===== src/rtl/clock_divider_pkg.sv =====
`default_nettype none
// ---------------------------------------------------------------------------
// clock_divider_pkg : shared types and helpers for the clock divider
// Revision 1.0
// ---------------------------------------------------------------------------
package clock_divider_pkg;

  localparam int unsigned DIVISOR_WIDTH      = 32;
  localparam int unsigned DEFAULT_DIVISOR_HZ = 100_000_000;

  typedef logic [DIVISOR_WIDTH-1:0] divisor_t;

  // Divisor giving a clock_out of `hz` from the board clock (clock_out runs at tick/2).
  function automatic divisor_t divisor_for_hz(input int unsigned hz);
    if (hz == 0) return '0;
    return divisor_t'(DEFAULT_DIVISOR_HZ / (2 * hz));
  endfunction

endpackage : clock_divider_pkg
`default_nettype wire


===== src/rtl/clock_divider_channel.sv =====
`default_nettype none
// ---------------------------------------------------------------------------
// clock_divider_channel : one divider channel (divisor, counter, tick, square wave)
// Revision 1.0
// ---------------------------------------------------------------------------
module clock_divider_channel
  import clock_divider_pkg::*;
#(
  parameter int          WIDTH           = DIVISOR_WIDTH,
  parameter int unsigned DEFAULT_DIVISOR = 50_000_000
) (
  input  logic             clock_in,
  input  logic             reset_n,
  input  logic             i_enable,
  input  logic             i_load,
  input  logic [WIDTH-1:0] i_divisor,
  output logic             o_tick,
  output logic             o_clock_out
);

  logic [WIDTH-1:0] r_div;
  logic [WIDTH-1:0] r_count;
  logic             r_tick;
  logic             r_clock_out;
  logic [WIDTH-1:0] w_term;

  // A divisor of zero is treated as one, so the terminal count never underflows.
  assign w_term = (r_div == '0) ? '0 : (r_div - WIDTH'(1));

  always_ff @(posedge clock_in or negedge reset_n) begin
    if (!reset_n) begin
      r_div       <= WIDTH'(DEFAULT_DIVISOR);
      r_count     <= '0;
      r_tick      <= 1'b0;
      r_clock_out <= 1'b0;
    end else if (i_load) begin
      r_div   <= i_divisor;
      r_count <= '0;
      r_tick  <= 1'b0;
    end else if (i_enable) begin
      if (r_count == w_term) begin
        r_count     <= '0;
        r_tick      <= 1'b1;
        r_clock_out <= ~r_clock_out;
      end else begin
        r_count <= r_count + WIDTH'(1);
        r_tick  <= 1'b0;
      end
    end else begin
      r_tick <= 1'b0;
    end
  end

  assign o_tick      = r_tick;
  assign o_clock_out = r_clock_out;

endmodule : clock_divider_channel
`default_nettype wire


===== src/rtl/clock_divider.sv =====
`default_nettype none
// ---------------------------------------------------------------------------
// clock_divider : multi-channel programmable clock divider / tick generator
// Revision 1.0
// ---------------------------------------------------------------------------
module clock_divider
  import clock_divider_pkg::*;
#(
  parameter int          CHANNELS        = 2,
  parameter int          WIDTH           = DIVISOR_WIDTH,
  parameter int unsigned DEFAULT_DIVISOR = 50_000_000
) (
  input  logic                                           clock_in,
  input  logic                                           reset_n,
  input  logic [CHANNELS-1:0]                            enable,
  input  logic                                           write_enable,
  input  logic [((CHANNELS > 1) ? $clog2(CHANNELS) : 1)-1:0] write_channel,
  input  logic [WIDTH-1:0]                               write_divisor,
  output logic [CHANNELS-1:0]                            tick,
  output logic [CHANNELS-1:0]                            clock_out
);

  localparam int SEL_W = (CHANNELS > 1) ? $clog2(CHANNELS) : 1;
  localparam logic [SEL_W:0] c_num_ch = (SEL_W + 1)'(CHANNELS);

  logic                w_write_ok;
  logic [CHANNELS-1:0] w_load;

  // Indices past the last channel exist when CHANNELS is not a power of two.
  assign w_write_ok = write_enable && ({1'b0, write_channel} < c_num_ch);

  for (genvar k = 0; k < CHANNELS; k++) begin : g_ch
    assign w_load[k] = w_write_ok && (write_channel == SEL_W'(k));

    clock_divider_channel #(
      .WIDTH           (WIDTH),
      .DEFAULT_DIVISOR (DEFAULT_DIVISOR)
    ) u_channel (
      .clock_in    (clock_in),
      .reset_n     (reset_n),
      .i_enable    (enable[k]),
      .i_load      (w_load[k]),
      .i_divisor   (write_divisor),
      .o_tick      (tick[k]),
      .o_clock_out (clock_out[k])
    );
  end

endmodule : clock_divider
`default_nettype wire


===== config.mk =====
export PLATFORM = sky130hd
export DESIGN_NAME = clock_divider
export DESIGN_NICKNAME = d
export VERILOG_FILES = /design/src/rtl/clock_divider_pkg.sv /design/src/rtl/clock_divider_channel.sv /design/src/rtl/clock_divider.sv
export SDC_FILE = /design/constraint.sdc
export NUM_CORES = 1
export LEC_CHECK = 0
export CORE_UTILIZATION = 55
export CTS_CLUSTER_DIAMETER = 150
export CTS_CLUSTER_SIZE = 20
export DETAILED_ROUTE_END_ITERATION = 6
export GPL_TIMING_DRIVEN = 0
export PLACE_DENSITY_LB_ADDON = 0.1
export SYNTH_ARGS = -nofsm -noshare
export SYNTH_HDL_FRONTEND = slang
export SYNTH_SLANG_ARGS = --single-unit

===== constraint.sdc =====
create_clock -name clock_in -period 4.8 [get_ports clock_in]
set_input_delay 1.44 -clock clock_in [delete_from_list [all_inputs] [get_ports clock_in]]
set_output_delay 1.44 -clock clock_in [all_outputs]
set_load 0.1 [all_outputs]

== Yosys cells after proc, flatten, opt, wreduce, memory -nomap -nowiden ==
Index checks and enable logic that the tools add are counted.
Storage, ports and cells
  output and inout port bits: 4
  input bits: 38
  flip-flop bits (word level): 132
Cells by class
  eq/ne operators: 2
  bitwise logic cells: 5
  add/sub/neg operators: 4
  reduce and logical (&&, ||, !) cells: 8
  muxes and demuxes: 14
Operators with widths (count)
  32-bit 2-to-1 mux: 8
  32-bit by 1-bit adder with 32-bit output (second input constant): 2
  32-bit == test: 2
  32-bit zero test: 2
  32-bit by 1-bit subtractor with 32-bit output (second input constant): 2
  1-bit 2-to-1 mux: 6
  3-bit AND reduction: 2
  1-bit NOT: 5
  2-bit nonzero test: 2
  1-bit logical AND: 2

== Logic depth before layout (Yosys ltp) ==
Gate-level depths: netlist of run 1.
  depth after elaboration: 6
  gate-level depth with buffers: 15

== Hierarchy ==
From an unflattened synthesis of run 1, not the netlist that was laid out.
Second synthesis, totals
  cells, all modules: 1138
  area total of the unflattened synthesis: 9815.7 µm²
Modules (own cells, without submodules)
  clock_divider_channel (g_ch[1].u_channel): sequential area each 1666.6 µm², instances 1, area each 5245.0 µm², cells each 616
  clock_divider_channel (g_ch[0].u_channel): sequential area each 1666.6 µm², instances 1, area each 4554.4 µm², cells each 520
  clock_divider: sequential area each 0.0 µm², instances 1, area each 16.3 µm², cells each 2

== Worst setup path after synthesis of run 1 ==
Ideal clock, no wire load.
  path kind: register to register
  from: register g_ch[1].u_channel.r_div[0]
  to: register g_ch[1].u_channel.r_count[1]
  data required time: 4.679 ns
  library setup time: 0.121 ns
  period minus slack after synthesis: 4.078 ns
  arrival: 3.957 ns
  cell stages (with the launch flop): 15
  setup slack: 0.722 ns
  path buffers: 2
  cell sequence: dfrtp_1 inv_1 ha_1 nor3b_1 nand4_2 or4_1 nand3_1 o2111ai_1 or4_1 or4_1 or3_1 buf_4 and2_4 buf_6 a22o_1
On the way
  cells in the longest elaborated chain, start to end: 6
  elaborated cells on any way between the ends: 7
Ends and longest elaborated chain
  start, declared: line clock_divider_channel.sv:21  | logic [WIDTH-1:0] r_div;
  start signal, assigned: line clock_divider_channel.sv:32  | r_div <= WIDTH'(DEFAULT_DIVISOR);
  start signal, assigned: line clock_divider_channel.sv:37  | r_div <= i_divisor;
  32-bit by 1-bit subtractor with 32-bit output / 32-bit zero test (equally long branches): line clock_divider_channel.sv:28  | assign w_term = (r_div == '0) ? '0 : (r_div - WIDTH'(1));
  32-bit 2-to-1 mux (*): line clock_divider_channel.sv:28
  32-bit == test (*): line clock_divider_channel.sv:41  | if (r_count == w_term) begin
  32-bit 2-to-1 mux (*): line clock_divider_channel.sv:41
  32-bit 2-to-1 mux (*): line clock_divider_channel.sv:40  | end else if (i_enable) begin
  32-bit 2-to-1 mux (*): line clock_divider_channel.sv:36  | end else if (i_load) begin
  end signal, assigned: line clock_divider_channel.sv:46  | r_count <= r_count + WIDTH'(1);
  end, declared: line clock_divider_channel.sv:22  | logic [WIDTH-1:0] r_count;
Every way passes the cells marked *; elsewhere a longest branch is shown, timed or not. The select of a mux whose other input is x is not followed.
A chain may end at the register's enable or synchronous reset.

== Worst setup path after layout of run 1 ==
  from: register g_ch[0].u_channel.r_div[6]
  to: register g_ch[0].u_channel.r_count[20]
On the way
  cells in the longest elaborated chain, start to end: 6
  elaborated cells on any way between the ends: 7
Ends and longest elaborated chain (line)
  start, declared: clock_divider_channel.sv:21
  start signal, assigned: clock_divider_channel.sv:32
  start signal, assigned: clock_divider_channel.sv:37
  32-bit by 1-bit subtractor with 32-bit output / 32-bit zero test (equally long branches): clock_divider_channel.sv:28
  32-bit 2-to-1 mux (*): clock_divider_channel.sv:28
  32-bit == test (*): clock_divider_channel.sv:41
  32-bit 2-to-1 mux (*): clock_divider_channel.sv:41
  32-bit 2-to-1 mux (*): clock_divider_channel.sv:40
  32-bit 2-to-1 mux (*): clock_divider_channel.sv:36
  end signal, assigned: clock_divider_channel.sv:46
  end, declared: clock_divider_channel.sv:22
Marked as above.

==> results.ini, run 1 <==
[timing]
skew_ns=0.0126
post-route-min-period_ns=4.65
finalHoldViolCount=0
post-route-period-util=0.969
fmaxAchievable_ghz=0.215
slew-limit-headroom=0.357
worst_slew_pin_slew_ns=0.961
slew_violations=0
setup_viol_count_final=0

[detailed_routing]
drc=0
drt-total-wl_microns=27400
vias_per_cell=6.46
wl_per_cell_microns=20.0
dr.first_iter.drc_count=1003
ant_nets=0
drt_first_pass_iters=6
num_vias=8849

[critical_path]
slowest_delay_ns=0.62
ff2ff_path_depth=14
crit_cells=14
reg2reg_to=g_ch[0].u_channel.r_count[20]
cpMaxStageDelayCell=a2111oi_4
cp_top_family=compound AO/OA/AOI/OAI gates
cp.arrival_ns=4.96
path_buf_inv=4
end_kind=flip-flop
worstPathMaxFanout=10
start_kind=flip-flop
r2r_slack_ns=0.15
crit_path_cell_trace=clkbuf_1, nor2_1, nand4_1, clkbuf_1, nor4_1, or3b_2, o2111ai_1, a31oi_1, o21ai_0, a2111oi_4, a21o_1, buf_2, buf_2, nor2_1
reg2reg_from=g_ch[0].u_channel.r_div[6]
worstPathRequired_ns=5.11
critical_path_class=reg2reg

[logic_synthesis]
synth-async-reset-ratio=1.00
ys_seq_area_frac=0.357
syn_inst=1068
synth_warnings=0
syn_avg_cell_area_sq_um=8.74
syn_nets=1110
ys_types=81
synth_edf_count=0
synthFlopType=dfrtp_1
synth-seq-cells=132
netlist_area_sq_um=9340

[layout]
drive_above_1_share=0.152
syn_to_final_growth_pct=15.0
design_area_sq_um=10700
post-route-util=0.647
nets=1177
finalNonFillerCells=1369

[placed_design]
place.gp.congestion=0.961
port_buffers=40
dp_cells=1329
dp_hpwl_microns=20100
placed_area_sq_um=10000

[global_route]
overflow=0
track_usage=0.323
antenna_found_initial=0
grt_pass1_vias=8013
grt_max_degree=98
grt_pass1_wl_microns=44200

[flow_run]
max_cap_violations=0

[pwr]
p_leak_uw=0.00399
p_per_area_nw_per_um2=311
finalPower_uw=3340
ir_drop_uv=250

[clock_network]
clkLatencyLatePin_ns=0.43
tritoncts=built
path_clk_slew_ns=0.06
clockRootBuffer=clkbuf_16
htreeDepth=4
max-clock-path-buffers=2
clock_sinks=132
cts_buffers=17

[floorplan]
dieHeight_microns=132
num_rows=47
ioPinCount=42
core_sq_um=16600
initial_utilization=0.563
fp.dieW_microns=132
dieArea_sq_um=17500

[min_path]
hold_path_depth=1
hold_path.class=reg2reg
hp-start=g_ch[1].u_channel.o_clock_out
min_to=g_ch[1].u_channel.o_clock_out

[status]
status=completed

==> final cells by class <==
class,instances,area [sq um]
fill,1449,5850
multi-input combinational,826,5610
sequential,132,3330
timing repair buffer,48,482
clock buffer,22,454
buffer,74,333
tap,220,275
inverter,36,135
clock inverter,10,109
antenna,1,2.50
==> metal layers <==
metal  vias up  track usage  share of wire  wire length [microns]
li1       4119            -              -                      -
met3        37       0.0846          0.093                   2550
met2       417        0.432           0.41                  11200
met4         0       0.0932          0.019                    510
met1      4276        0.504           0.48                  13200
met5         -            0              0                      0
==> power by group <==
part	internal, uW	switching, uW
clock network	773	502
logic	305	395
registers	1230	136
==> through the flow <==
| stage | hold WS, ns | setup TNS, ns | worst slack (ns) |
|---|---|---|---|
| after detailed placement | 0.460 | -8.60 | -0.380 |
| after floorplan | 0.443 | 0 | 0.722 |
| after global routing | 0.491 | -0.0286 | -0.0174 |
| final | 0.467 | 0 | 0.148 |
| after CTS | 0.470 | 0 | 0.0932 |
| after global placement | 0.456 | -368.21 | -3.04 |
==> synth_stat cells (all sizes together), types with 28 or more instances <==
cell    count  area share
nor2       97       0.039
o21ai      35       0.019
nand3      50       0.027
nand2      88       0.036
nor4       37       0.028
nand4      51       0.035
xnor2      46       0.043
inv        36       0.014
xor2       38       0.036
buf        28       0.017
mux2       58       0.070
nor3       36       0.021
dfrtp     108        0.29
clkbuf     46       0.018
==> layout by cell type, fill, tap and decap left out, types with 6 or more instances in the layout <==
| cell type | count |
|---|---|
| a211oi_1 | 7 |
| a21oi_1 | 24 |
| a31oi_1 | 11 |
| and2_1 | 7 |
| and3_1 | 16 |
| buf_1 | 8 |
| buf_2 | 12 |
| buf_4 | 13 |
| clkbuf_1 | 48 |
| clkbuf_16 | 17 |
| clkdlybuf4s50_1 | 39 |
| dfrtp_1 | 108 |
| dfstp_2 | 24 |
| inv_1 | 36 |
| mux2_2 | 58 |
| mux2i_1 | 12 |
| nand2_1 | 87 |
| nand3_1 | 49 |
| nand3b_1 | 6 |
| nand4_1 | 50 |
| nor2_1 | 97 |
| nor2b_1 | 6 |
| nor3_1 | 33 |
| nor3b_1 | 12 |
| nor4_1 | 32 |
| o2111ai_1 | 6 |
| o211ai_1 | 11 |
| o21ai_0 | 35 |
| o311ai_0 | 7 |
| o311ai_1 | 10 |
| o31ai_1 | 9 |
| or2_2 | 11 |
| or3_1 | 17 |
| or4_1 | 22 |
| xnor2_1 | 46 |
| xor2_1 | 38 |
==> worst max path at each step <==
stage | startpoint | endpoint
2_1_floorplan | g_ch[1].u_channel.r_div[0] | g_ch[1].u_channel.r_count[1]
4_1_cts | g_ch[1].u_channel.r_div[0] | g_ch[1].u_channel.r_count[28]
3_3_place_gp | reset_n | g_ch[1].u_channel.r_count[1]
6_report | g_ch[0].u_channel.r_div[6] | g_ch[0].u_channel.r_count[20]
3_5_place_dp | g_ch[0].u_channel.r_div[8] | g_ch[0].u_channel.r_count[20]
5_1_grt | g_ch[0].u_channel.r_div[2] | g_ch[0].u_channel.r_count[15]
==> repair_timing <==
action / 4_1_cts / 5_1_grt
pin swaps: 1 / 2
resized for setup: 5 / 10
buffers inserted: 4 / 3
hold buffers: 0 / 0
setup endpoints to repair: 58 / 63
==> state kept, by name, indices dropped and copies added, names as in the netlist <==
name and cells:
g_ch.u_channel.o_clock_out 2, g_ch.u_channel.o_tick 2, g_ch.u_channel.r_count 64, g_ch.u_channel.r_div 64
==> logic make-up (layout without fill, tap and decap cells) <==
kind of cell,after synthesis,count (layout),share of synthesized area
xor gates and xnor gates,86,86,0.0836
other,0,1,0
DFF,132,132,0.357
and+or+nand+nor,477,477,0.275
adders and majority gates,4,4,0.00536
buffers and inverters,110,190,0.0498
AOI/OAI and AO/OA,189,189,0.147
muxes,70,70,0.0828
(Power assumes the default switching activity.)
==> run 2, diff against run 1 <==
--- a/config.mk
+++ b/config.mk
@@ -5,12 +5,13 @@
 export SDC_FILE = /design/constraint.sdc
 export NUM_CORES = 1
 export LEC_CHECK = 0
+export CORE_MARGIN = 1.5
 export CORE_UTILIZATION = 55
 export CTS_CLUSTER_DIAMETER = 150
 export CTS_CLUSTER_SIZE = 20
 export DETAILED_ROUTE_END_ITERATION = 6
 export GPL_TIMING_DRIVEN = 0
-export PLACE_DENSITY_LB_ADDON = 0.1
+export PLACE_DENSITY = 0.74
 export SYNTH_ARGS = -nofsm -noshare
 export SYNTH_HDL_FRONTEND = slang
 export SYNTH_SLANG_ARGS = --single-unit
==> results.ini, run 2 (synthesized netlist as in run 1, its figures left out) <==
[status]
status=completed

[placed_design]
dp_cells=1329
placed_area_sq_um=10000
port_buffers=40
dp_hpwl_microns=19800
pre_cts_slack_ns=-0.346
place.gp.congestion=0.959

[clock_network]
tritoncts=built
htreeDepth=4
path_clk_slew_ns=0.06
max-clock-path-buffers=2
clock_sinks=132
cts_hold_buf=0
clockRootBuffer=clkbuf_16
cts_buffers=17
clkLatencyLatePin_ns=0.43

[timing]
finalHoldViolCount=0
skew_ns=0.00668
rsz0062_at_grt=no
post-route-period-util=0.967
holdWs_ns=0.465
slew_violations=0
slew-limit-headroom=0.358
post-route-min-period_ns=4.64
worst_slew_pin_slew_ns=0.961
setup_ws_ns=0.160
setup_viol_count_final=0
fmaxAchievable_ghz=0.216

[critical_path]
end_kind=flip-flop
ff2ff_path_depth=14
path_common_cell=or4_1
reg2reg_from=g_ch[1].u_channel.r_div[0]
start_kind=flip-flop
worstPathRequired_ns=5.08
r2r_slack_ns=0.16
reg2reg_to=g_ch[1].u_channel.r_count[25]
critical_path_class=reg2reg
cp.arrival_ns=4.92
cpMaxStageDelayCell=or4_1
slowest_delay_ns=0.51
crit_path_cell_trace=inv_1, ha_1, nor3b_4, nand4_4, or4_1, nand3_1, o2111ai_1, or4_1, or4_1, or3_1, buf_4, nand2_2, buf_4, o311ai_0
worstPathMaxFanout=10

[floorplan]
core_sq_um=16600
num_rows=47
initial_utilization=0.563
dieHeight_microns=133
dieArea_sq_um=17800
ioPinCount=42
fp.dieW_microns=133

[detailed_routing]
ant_nets=0
drt-total-wl_microns=26900
vias_per_cell=6.50
dr.first_iter.drc_count=1257
num_vias=8863
wl_per_cell_microns=19.8
drt_first_pass_iters=5
drc=0

[layout]
nets=1172
final_cell_mix=dfrtp_1, nor2_1, nand2_1
drive_above_1_share=0.148
design_area_sq_um=10800
finalNonFillerCells=1363
post-route-util=0.650
reg_top3=g_ch.u_channel.r_count x64, g_ch.u_channel.r_div x64
syn_to_final_growth_pct=15.4
diodes=0
final_common_cell=dfrtp_1

[pwr]
seqPwrFrac=0.395
comb_power_share=0.199
p_per_area_nw_per_um2=321
ir_drop_uv=290
p_sw_uw=1020
clkPwrFrac=0.406
intPower_uw=2440
p_sw_frac=0.294
p_leak_uw=0.00403

[min_path]
hp-start=g_ch[1].u_channel.o_clock_out
hold_path_depth=1
min_to=g_ch[1].u_channel.o_clock_out
hold_path.class=reg2reg

[global_route]
antenna_found_initial=0
grt_max_degree=101
track_usage=0.309
grt_pass1_vias=8051
overflow=0
grt_pass1_wl_microns=43100

[flow_run]
max_cap_violations=0

## run 2: cell count changes in the layout (fill, tap and decap cells not counted), sizes merged
cell and change:
clkinvlp -2, bufinv +2, buf -5, clkinv -2
diode -1, clkbuf +2
## run 2: power by group through the flow
stage          Clock, uW  Sequential, uW  Combinational (uW)
2_1_floorplan          0            1330                 482
3_3_place_gp           0            1370                 649
3_5_place_dp           0            1380                 666
4_1_cts             1420            1360                 672
5_1_grt             1470            1380                 751
6_report            1400            1370                 689
## run 2: how the worst max path moves through the flow
stage / end / cells past startpoint / slack, ns / start
final: g_ch[1].u_channel.r_count[25] / 14 / 0.16 / g_ch[1].u_channel.r_div[0]
after global routing: g_ch[1].u_channel.r_count[25] / 13 / 0.01 / g_ch[1].u_channel.r_div[8]
after CTS: g_ch[0].u_channel.r_count[14] / 13 / 0.0007 / g_ch[0].u_channel.r_div[8]
after detailed placement: g_ch[0].u_channel.r_count[14] / 13 / -0.35 / g_ch[0].u_channel.r_div[8]
after global placement: g_ch[0].u_channel.r_count[25] / 1 / -2.98 / reset_n
after floorplan: g_ch[1].u_channel.r_count[1] / 14 / 0.72 / g_ch[1].u_channel.r_div[0]
## run 2: worst max-delay path, delay by kind of cell (launching register included)
kind,cells,cell delay [ns]
buffers and inverters,3,0.63
and+or+nand+nor,8,2.74
DFF,1,0.49
AOI/OAI and AO/OA,2,0.32
adders and majority gates,1,0.29
## run 2: layout make-up
| cell class | instances | area (sq um) |
|---|---|---|
| clock inverters | 8 | 148 |
| multi-input cells | 826 | 5620 |
| inverters | 36 | 135 |
| fillers | 1434 | 5810 |
| flip-flops and latches | 132 | 3330 |
| clock buffers | 24 | 482 |
| repair buffers | 43 | 444 |
| plain buffers | 74 | 333 |
| well taps | 220 | 275 |
## run 2: per-stage QoR
stage	setup TNS, ns	total power (uW)
2_1_floorplan	0	1820
3_3_place_gp	-355.73	2020
3_5_place_dp	-7.43	2040
4_1_cts	0	3450
5_1_grt	0	3610
6_report	0	3460
## run 2: routing by layer
layer	up-vias	track usage	share of wire
li1	4108	-	-
met1	4299	0.479	0.47
met2	409	0.430	0.42
met3	47	0.0674	0.097
met4	0	0.0894	0.018
met5	-	0	0
## run 2: what timing repair did
item	in CTS	in global routing
buffers inserted	0	2
endpoints found under the setup margin	30	68
resized for setup	2	14
pin swaps	0	3
==> run 3, diff against run 2 <==
--- a/config.mk
+++ b/config.mk
@@ -5,6 +5,7 @@
 export SDC_FILE = /design/constraint.sdc
 export NUM_CORES = 1
 export LEC_CHECK = 0
+export ABC_CLOCK_PERIOD_IN_PS = 4800
 export CORE_MARGIN = 1.5
 export CORE_UTILIZATION = 55
 export CTS_CLUSTER_DIAMETER = 150
==> results of run 3 <==
No change in the layout: final DEF, timing and power equal those of run 2.
